[config.mk]
export PLATFORM = sky130hd
export DESIGN_NAME = rst_seq_gen
export DESIGN_NICKNAME = d
export VERILOG_FILES = /design/src/rtl/rst_seq_gen.sv
export SDC_FILE = /design/constraint.sdc
export NUM_CORES = 1
export LEC_CHECK = 0
export BUFFER_PORTS_ARGS = -buffer_cell sky130_fd_sc_hd__buf_4
export CAP_MARGIN = 20
export CORE_MARGIN = 1
export CORE_UTILIZATION = 60
export CTS_CLUSTER_SIZE = 12
export DETAILED_ROUTE_END_ITERATION = 8
export PLACE_DENSITY_LB_ADDON = 0.05
export REMOVE_ABC_BUFFERS = 1
export SYNTH_ARGS = -nofsm -noshare
export SYNTH_HDL_FRONTEND = slang
export SYNTH_SLANG_ARGS = --single-unit
[constraint.sdc]
create_clock -name clk_i -period 4.22 [get_ports clk_i]
set_input_delay 0 -clock clk_i [delete_from_list [all_inputs] [get_ports clk_i]]
set_output_delay 0 -clock clk_i [all_outputs]
set_load 0.05 [all_outputs]
[src/rtl/rst_seq_gen.sv]
// rst_seq_gen: staggered per-channel reset release with divided clock-enable ticks.
// Ports: clk_i/rst_ni clock and async active-low reset; test_mode_i scan bypass;
//        div_i per-channel divide ratios; soft_rst_req_i/soft_rst_ack_o 4-phase soft reset;
//        rst_no per-channel active-low resets; clk_en_o per-channel ticks; busy_o sequence active.
// Optional: define RST_SEQ_GEN_SOFT_RST_EN to enable the soft-reset handshake.
`timescale 1ns/1ps
module rst_seq_gen #(
    parameter int NumChan      = 4,
    parameter int RstClkCycles = 5,
    parameter int DivWidth     = 4
) (
    input  logic                        clk_i,
    input  logic                        rst_ni,
    input  logic                        test_mode_i,
    input  logic [NumChan*DivWidth-1:0] div_i,
    input  logic                        soft_rst_req_i,
    output logic                        soft_rst_ack_o,
    output logic [NumChan-1:0]          rst_no,
    output logic [NumChan-1:0]          clk_en_o,
    output logic                        busy_o
);
    localparam int CntW = $clog2(RstClkCycles + 1);
    localparam int IdxW = (NumChan > 1) ? $clog2(NumChan) : 1;
    localparam logic [CntW-1:0] LastCnt = CntW'(RstClkCycles - 1);
    localparam logic [IdxW-1:0] LastIdx = IdxW'(NumChan - 1);

    typedef enum logic [1:0] {HOLD, RELEASE, RUN} state_e;

    state_e                             state_q, state_d;
    logic [CntW-1:0]                    cnt_q, cnt_d;
    logic [IdxW-1:0]                    idx_q, idx_d;
    logic [NumChan-1:0]                 rst_q, rst_d, en_q, en_d;
    logic                               busy_q, busy_d, ack_q, ack_d, pend_q, pend_d;
    logic [NumChan-1:0][DivWidth-1:0]   dcnt_q, dcnt_d;
    logic                               soft_go;

`ifdef RST_SEQ_GEN_SOFT_RST_EN
    assign soft_go        = state_q == RUN && soft_rst_req_i && !ack_q;
    assign soft_rst_ack_o = ack_q;
`else
    assign soft_go        = 1'b0;
    assign soft_rst_ack_o = 1'b0;
`endif

    // Ratios 0 and 1 both mean "tick every released cycle".
    function automatic logic [DivWidth-1:0] thr_of(input logic [DivWidth-1:0] d);
        return (d > DivWidth'(1)) ? d - 1'b1 : '0;
    endfunction

    always_comb begin
        state_d = state_q;
        cnt_d   = cnt_q;
        idx_d   = idx_q;
        rst_d   = rst_q;
        busy_d  = busy_q;
        pend_d  = pend_q;
        ack_d   = ack_q && soft_rst_req_i;
        en_d    = '0;
        dcnt_d  = '0;
        if (soft_go) begin
            state_d = HOLD;
            cnt_d   = '0;
            idx_d   = '0;
            rst_d   = '0;
            busy_d  = 1'b1;
            pend_d  = 1'b1;
        end else if (state_q != RUN) begin
            // HOLD and RELEASE share the interval count; idx_q is 0 in HOLD.
            cnt_d = (cnt_q == LastCnt) ? '0 : cnt_q + 1'b1;
            if (cnt_q == LastCnt) begin
                rst_d[idx_q] = 1'b1;
                idx_d        = idx_q + 1'b1;
                state_d      = (idx_q == LastIdx) ? RUN : RELEASE;
                if (idx_q == LastIdx) begin
                    idx_d  = '0;
                    busy_d = 1'b0;
                    ack_d  = ack_d || pend_q;
                    pend_d = 1'b0;
                end
            end
        end
        // A channel only counts while released both before and after this edge,
        // so the release edge and the soft-reset edge never produce a tick.
        for (int k = 0; k < NumChan; k++) begin
            en_d[k]   = rst_d[k] && rst_q[k] && dcnt_q[k] >= thr_of(div_i[k*DivWidth +: DivWidth]);
            dcnt_d[k] = (rst_d[k] && rst_q[k] && !en_d[k]) ? dcnt_q[k] + 1'b1 : '0;
        end
    end

    always_ff @(posedge clk_i or negedge rst_ni) begin
        if (!rst_ni) begin
            state_q <= HOLD;
            cnt_q   <= '0;
            idx_q   <= '0;
            rst_q   <= '0;
            en_q    <= '0;
            busy_q  <= 1'b1;
            ack_q   <= 1'b0;
            pend_q  <= 1'b0;
            dcnt_q  <= '0;
        end else begin
            state_q <= state_d;
            cnt_q   <= cnt_d;
            idx_q   <= idx_d;
            rst_q   <= rst_d;
            en_q    <= en_d;
            busy_q  <= busy_d;
            ack_q   <= ack_d;
            pend_q  <= pend_d;
            dcnt_q  <= dcnt_d;
        end
    end

    assign rst_no   = test_mode_i ? {NumChan{rst_ni}} : rst_q;
    assign clk_en_o = test_mode_i ? '1 : en_q;
    assign busy_o   = busy_q;
endmodule

== Word level (Yosys, flattened, before mapping) ==
Cells that the tools add are included.
Operators by class
  order comparisons: 10
  muxes and demuxes: 17
  reductions and logical operators: 19
  eq/ne operators: 3
  add/sub/neg operators: 10
  bitwise operators: 1
Operators by type and width (number)
  two-way mux 4 bit: 12
  adder 4 x 1 -> 4 bit, second input constant: 4
  greater-or-equal comparator 4 bit: 4
  greater-than comparator 4 x 1 -> 1 bit, second input constant: 4
  subtractor 4 x 1 -> 4 bit, second input constant: 4
  logical AND 1 bit: 13
  zero test 1 bit: 4
  two-way mux 2 bit: 2
  bitwise OR 4 bit: 1
  adder 3 x 1 -> 3 bit, second input constant: 1
  == test 3 bit, second input constant: 1
  < comparator 2 x 3 -> 1 bit, second input constant: 1
  two-way mux 3 bit: 1
  AND reduction 3 bit: 1
  adder 2 x 1 -> 2 bit, second input constant: 1
  demux 1 bit (select 2 bit): 1
  == test 2 bit, second input constant: 1
  greater-or-equal comparator 2 x 1 -> 1 bit, second input constant: 1
  inequality test 2 bit, second input constant: 1
  AND reduction 2 bit: 1
  two-way mux 1 bit: 1
Word-level totals
  register bits: 32
  bits of input ports: 20
  word-level logic and storage cells: 70

== Logic depth before layout (Yosys ltp) ==
Gate-level depths: netlist (run 1).
  depth in word-level cells: 12
  gate-level depth with buffers: 9
  mapped depth without buffers: 9

== Worst setup path after synthesis (run 1) ==
No wires, ideal clock.
  path kind: register to output
  start point: register rst_q[0]
  end point: output rst_no[0]
  arrival: 1.505 ns
  data required time: 4.220 ns
  slack: 2.715 ns
  cell stages (with the launch flop): 3
  buffers on the path: 0
  cells stage by stage: dfrtp_1 -> inv_1 -> o21ai_0
Between the ends
  cells in the longest elaborated chain, start to end: 1
Ends and longest elaborated chain
  start: declaration: line 32  | logic [NumChan-1:0] rst_q, rst_d, en_q, en_d;
  start signal: assignment: line 105  | rst_q <= rst_d;
  two-way mux 4 bit: line 114  | assign rst_no = test_mode_i ? {NumChan{rst_ni}} : rst_q;
  end: declaration: line 18  | output logic [NumChan-1:0] rst_no,
No other way between the ends.

== Worst setup path after layout (run 1) ==
  start point: register cnt_q[0]
  end point: register idx_q[1]
Between the ends
  cells in the longest elaborated chain, start to end: 2
Ends and longest elaborated chain
  start: declaration: line 30  | logic [CntW-1:0] cnt_q, cnt_d;
  start signal: assignment: line 103  | cnt_q <= cnt_d;
  == test 3 bit: line 70  | if (cnt_q == LastCnt) begin
  AND reduction 2 bit (no line)
  end signal: assignment: line 104  | idx_q <= idx_d;
  end: declaration: line 31  | logic [IdxW-1:0] idx_q, idx_d;
No other way between the ends.
A chain may end at the register's enable or synchronous reset.

==> results of run 1 <==
## registers in the layout (all words and copies together), names as in the netlist
register,count
busy_o,1
cnt_q,3
dcnt_q,16
en_q,4
idx_q,2
rst_q,4
state_q,2
## layer usage
| metal | global-route usage, % | wire length, microns | vias to the layer above |
|---|---|---|---|
| met5 | 0 | 0 | - |
| met4 | 9.74 | 69 | 0 |
| met3 | 8.10 | 154 | 7 |
| met2 | 38.5 | 1680 | 29 |
| met1 | 28.6 | 1600 | 699 |
| li1 | - | - | 787 |
## Yosys cell counts (5+ instances only)
cell type	number	area, sq um
a21o_2	5	43.8
dfrtp_1	31	776
ha_1	34	425
inv_1	20	75.1
nand2_1	8	30.0
nand3_1	5	25.0
nor2_1	26	97.6
nor3_1	13	65.1
o211ai_1	8	60.1
o21ai_0	8	40.0
or2_2	8	50.1
## cells in the final DEF (no fill, tap or decap), types with 5 or more instances in the layout
cell type / instances
o211ai_1: 8
or2_2: 8
o21ai_0: 8
nand3_1: 5
nor3_1: 13
a21o_2: 5
inv_1: 20
nor2_1: 26
ha_1: 34
nand2_1: 8
buf_4: 27
dfrtp_1: 31
clkbuf_4: 5
## cell families after synthesis
family | Yosys count
buffers and inverters | 21
multiplexers | 11
adder cells (fa/ha/maj) | 34
AND/OR/NAND/NOR | 71
flip-flops | 32
XOR/XNOR | 8
other | 1
AO/OA/AOI/OAI | 30
## area by class of cell
type,count,area (sq um)
Multi-Input combinational cell,155,1190
Inverter,20,75.1
Timing Repair Buffer,28,213
Clock inverter,2,10.0
Sequential cell,32,802
Clock buffer,6,51.3
Tap cell,44,55.1
Fill cell,234,759
## metrics by stage
| stage | hold slack, ns | setup WS [ns] | util (%) | cells |
|---|---|---|---|---|
| finish | 0.138 | 2.73 | 75.9 | 287 |
| CTS | 0.127 | 2.71 | 75.9 | 287 |
| global route | 0.155 | 2.60 | 75.9 | 287 |
| global placement | -0.0512 | 2.58 | 73.7 | 278 |
| floorplan | -0.296 | 2.72 | - | 207 |
| detailed placement | -0.0468 | 2.51 | 73.7 | 278 |
## final timing paths
kind	startpoint	end	slack, ns	cells after the start
worst max-delay path	cnt_q[0]	idx_q[1]	2.73	5
worst min-delay path	rst_ni	en_q[3]	0.14	2
worst max register to register	cnt_q[0]	idx_q[1]	2.73	5
worst min register to register	dcnt_q[12]	dcnt_q[12]	0.49	1
max in group asynchronous	rst_ni	busy_o	3.76	2
min in group clk_i	div_i[10]	dcnt_q[10]	0.34	6
## critical path: cells and delay by family (launching register included)
family | cells | cell delay (ns)
flip-flops | 1 | 0.39
buffers and inverters | 1 | 0.09
AND/OR/NAND/NOR | 2 | 0.40
adder cells (fa/ha/maj) | 1 | 0.18
multiplexers | 1 | 0.33
## repair_timing
action	4_1_cts	5_1_grt
setup endpoints to repair	0	0
endpoints found under the hold margin	32	0
gates resized for setup	0	0
hold buffers	1	0
## power breakdown
group          switching, W  total (W)  internal (W)  leakage (nW)
clock network      0.000102   0.000182     0.0000792        0.0380
registers         0.0000637   0.000456      0.000392         0.393
logic              0.000244   0.000453      0.000208         0.791
==> flow_summary_export.csv, run 1 <==
group,metric,value,unit
timing,skew,0.00960,ns
route,post-route-drc-count,0,
clocking,root_buffer,"clkbuf_4",
place,place_area,2320,sq um
yosys,synthFlopType,"dfrtp_1",
clocking,htree_levels,2,
global_route,grt_usage,23.5,%
timing,min_period,1.49,ns
clocking,max-clock-path-buffers,2,
timing,setup_viol,0,
timing,hold_violations,0,
yosys,yosysSeqAreaShare,38.7,%
route,first_pass_iters,4,
yosys,synth_xor_area_share,3.38,%
clocking,clkLatencyLatePin,0.33,ns
power_and_ir_drop,p_leak,1.22,nW
global_route,grt_pass1_vias,1522,
timing,fmax,670,MHz
timing,fin_crit_sh,35.3,%
final_layout,syn_to_final_growth,15.5,%
floorplan,die_y,60.8,microns
power_and_ir_drop,power,0.00109,W
setup_path,cp_data_arrival_time,1.72,ns
setup_path,cp_cell_sequence,"inv_1 > ha_1 > nand2_1 > nor2_4 > mux2_4",
floorplan,die_w,60.8,microns
global_route,grt_pass1_wl,6.26,mm
global_route,overflow,0,
floorplan,die_area,3690,sq um
yosys,synth_simple_gate_area_share,17.2,%
timing,tns,0,ns
setup_path,cp_max_fo,8,
floorplan,ioPinCount,30,
route,wl,3.50,mm
yosys,yosysWarnings,0,
final_layout,diodes,0,
clocking,cts_sinks,32,
clocking,clkTransAtPathRegs,0.10,ns
floorplan,initial_utilization,65.7,%
yosys,synth_compound_area_share,9.72,%
yosys,synthAdderAreaFrac,20.5,%
setup_path,crit_path_start_kind,"flop",
global_route,antenna_found_initial,0,
setup_path,worstPathRequired,4.45,ns
yosys,synth_seq_cells,32,
route,avgRoutedWirePerCell,12.2,microns
setup_path,path_class,"reg -> reg",
place,hpwlAfterDp,2.81,mm
route,route.vias.total,1522,
job,cap_violations,0,
clocking,post_cts_buffers,0,
power_and_ir_drop,peakVddDrop,0.371,mV
place,gp_congestion,0.816,
yosys,netlist_area,2070,sq um
yosys,synth_top_family_by_area,"adder cells",
floorplan,rows,20,
setup_path,worstSetupEndpointType,"flop",
final_layout,fin_area,2390,sq um
power_and_ir_drop,powerDensity,455,nW/um^2
clocking,cts-buffers-inserted,5,
worst_hold_path,hp-class,"in -> async",
run_status,status,"complete, no violations",
yosys,postSynth.asyncResetShare,100,%
setup_path,crit_path_max_incr_delay,0.39,ns
yosys,synth_mux_area_share,6.28,%
yosys,ys_types,27,
route,drt_first_iter_violations,54,
setup_path,cpMaxStageDelayCell,"dfrtp_1",
yosys,syn_avg_cell_area,9.96,sq um
place,port_buffers,27,
route,via_per_inst,5.30,
final_layout,drive_above_1_share,24.3,%
final_layout,nets,296,
timing,rsz0062_at_grt,"false",
floorplan,core,3150,sq um
route,ant_nets,0,
yosys,synthCells,208,
clocking,cts_tree,"done",
yosys,synth_edf_count,0,
global_route,grt_max_degree,34,
timing,slew_viol_final,0,
Note: power is estimated with default switching activity, not from simulation.
==> inputs of run 2 (changes only) <==
--- a/config.mk
+++ b/config.mk
@@ -8,7 +8,7 @@
 export BUFFER_PORTS_ARGS = -buffer_cell sky130_fd_sc_hd__buf_4
 export CAP_MARGIN = 20
 export CORE_MARGIN = 1
-export CORE_UTILIZATION = 60
+export CORE_UTILIZATION = 57
 export CTS_CLUSTER_SIZE = 12
 export DETAILED_ROUTE_END_ITERATION = 8
 export PLACE_DENSITY_LB_ADDON = 0.05
==> constraint.sdc (replaced) <==
create_clock -name clk_i -period 1.4 [get_ports clk_i]
set_input_delay 0 -clock clk_i [delete_from_list [all_inputs] [get_ports clk_i]]
set_output_delay 0 -clock clk_i [all_outputs]
set_load 0.05 [all_outputs]
==> flow_summary_export.csv, run 2 (same netlist as run 1, synthesis figures left out) <==
group,metric,value,unit
run_status,status,"complete, no violations",
final_layout,drive_above_1_share,35.5,%
clocking,clkTransAtPathRegs,0.10,ns
setup_path,cp_data_arrival_time,1.59,ns
floorplan,die_y,62.3,microns
floorplan,initial_utilization,60.7,%
worst_hold_path,hp-class,"in -> async",
global_route,overflow,0,
route,post-route-drc-count,0,
final_layout,diodes,0,
place,hpwlAfterDp,3.03,mm
clocking,cts_tree,"done",
timing,setup_viol,0,
final_layout,final_common_cell,"buf_4",
floorplan,ioPinCount,30,
clocking,clkLatencyLatePin,0.34,ns
floorplan,die_w,62.3,microns
route,first_pass_iters,4,
route,avgRoutedWirePerCell,13.3,microns
final_layout,most-common-layout-cells,"buf_4 (40), dfrtp_1 (31), ha_1 (25), nor2_1 (24), inv_1 (18)",
floorplan,die_area,3880,sq um
timing,skew,0.0123,ns
power_and_ir_drop,p_leak,1.29,nW
route,via_per_inst,5.33,
timing,hold_violations,0,
final_layout,post-route-util,76.8,%
power_and_ir_drop,peakVddDrop,0.868,mV
global_route,antenna_found_initial,0,
setup_path,path_class,"reg -> reg",
power_and_ir_drop,powerDensity,1370,nW/um^2
route,wl,4.02,mm
place,gp_congestion,0.804,
global_route,grt_usage,22.8,%
setup_path,worstSetupEndpointType,"flop",
final_layout,regMostFlops,"dcnt_q",
setup_path,cp_max_fo,5,
final_layout,largest_reg_flops,16,
timing,min_period,1.36,ns
timing,slew_viol_final,0,
clocking,root_buffer,"clkbuf_4",
route,route.vias.total,1609,
clocking,htree_levels,2,
setup_path,crit_path_start_kind,"flop",
clocking,cts-buffers-inserted,5,
timing,fin_crit_sh,97.0,%
place,port_buffers,27,
floorplan,core,3420,sq um
global_route,grt_max_degree,33,
floorplan,rows,21,
route,drt_first_iter_violations,29,
final_layout,top_regs,"dcnt_q (16), en_q (4), rst_q (4)",
final_layout,nets,309,
clocking,max-clock-path-buffers,2,
global_route,grt_pass1_wl,6.91,mm
setup_path,worstPathRequired,1.63,ns
timing,hold_slack,0.226,ns
clocking,cts_sinks,32,
final_layout,fill_cells,242,
final_layout,syn_to_final_growth,26.6,%
global_route,grt_pass1_vias,1647,
job,cap_violations,0,
timing,fmax,737,MHz
timing,rsz0062_at_grt,"true",
route,ant_nets,0,
[run 2: layout make-up]
type | count | area [sq um] | area share, %
Multi-Input combinational cell | 155 | 1310 | 49.9
Sequential cell | 32 | 802 | 30.6
Timing Repair Buffer | 41 | 310 | 11.8
Inverter | 20 | 75.1 | 2.86
Clock buffer | 8 | 68.8 | 2.62
Tap cell | 46 | 57.6 | 2.19
[run 2: path summary, 6_finish.rpt]
path / startpoint / to / slack, ns / cells past startpoint
min reg2reg: busy_o / busy_o / 0.49 / 1
max reg2reg: cnt_q[1] / state_q[1] / 0.04 / 5
min: rst_ni / en_q[1] / 0.23 / 3
max: cnt_q[1] / state_q[1] / 0.04 / 5
min in group clk_i: div_i[6] / en_q[1] / 0.33 / 6
max in group asynchronous: rst_ni / busy_o / 0.85 / 3
[run 2: layer usage]
metal	wire, microns	GRT usage (%)	up-vias	part of all wire, %
li1	-	-	806	-
met1	1690	27.4	767	42
met2	2120	39.1	27	53
met3	120	4.23	9	3.0
met4	94	11.6	0	2.3
met5	0	0	-	0
[run 2: through the flow]
stage	setup TNS [ns]	total power, W	worst slack [ns]	cells	instance area [sq um]
2_1_floorplan	-0.747	0.00237	-0.105	207	2060
3_3_place_gp	-3.78	0.00276	-0.225	290	2400
3_5_place_dp	-5.34	0.00285	-0.310	290	2400
4_1_cts	0	0.00347	0.0134	299	2480
5_1_grt	-0.123	0.00391	-0.0358	302	2620
6_report	0	0.00359	0.0425	302	2620
[run 2: critical path, stage by stage, from the launching register on]
cell     delay, ns
dfrtp_1       0.39
inv_1         0.09
ha_2          0.19
nand2_2       0.08
nor2_4        0.20
mux2_4        0.32
[run 2: power breakdown]
group	internal, W	switching [W]
clock	0.000295	0.000312
sequential	0.00118	0.000173
combinational	0.000794	0.000835
[run 2: timing repair]
item / CTS / global route
resized for setup: 0 / 26
setup endpoints to repair: 0 / 20
setup buffers: 0 / 3
endpoints found under the hold margin: 32 / 0
hold buffers: 1 / 0
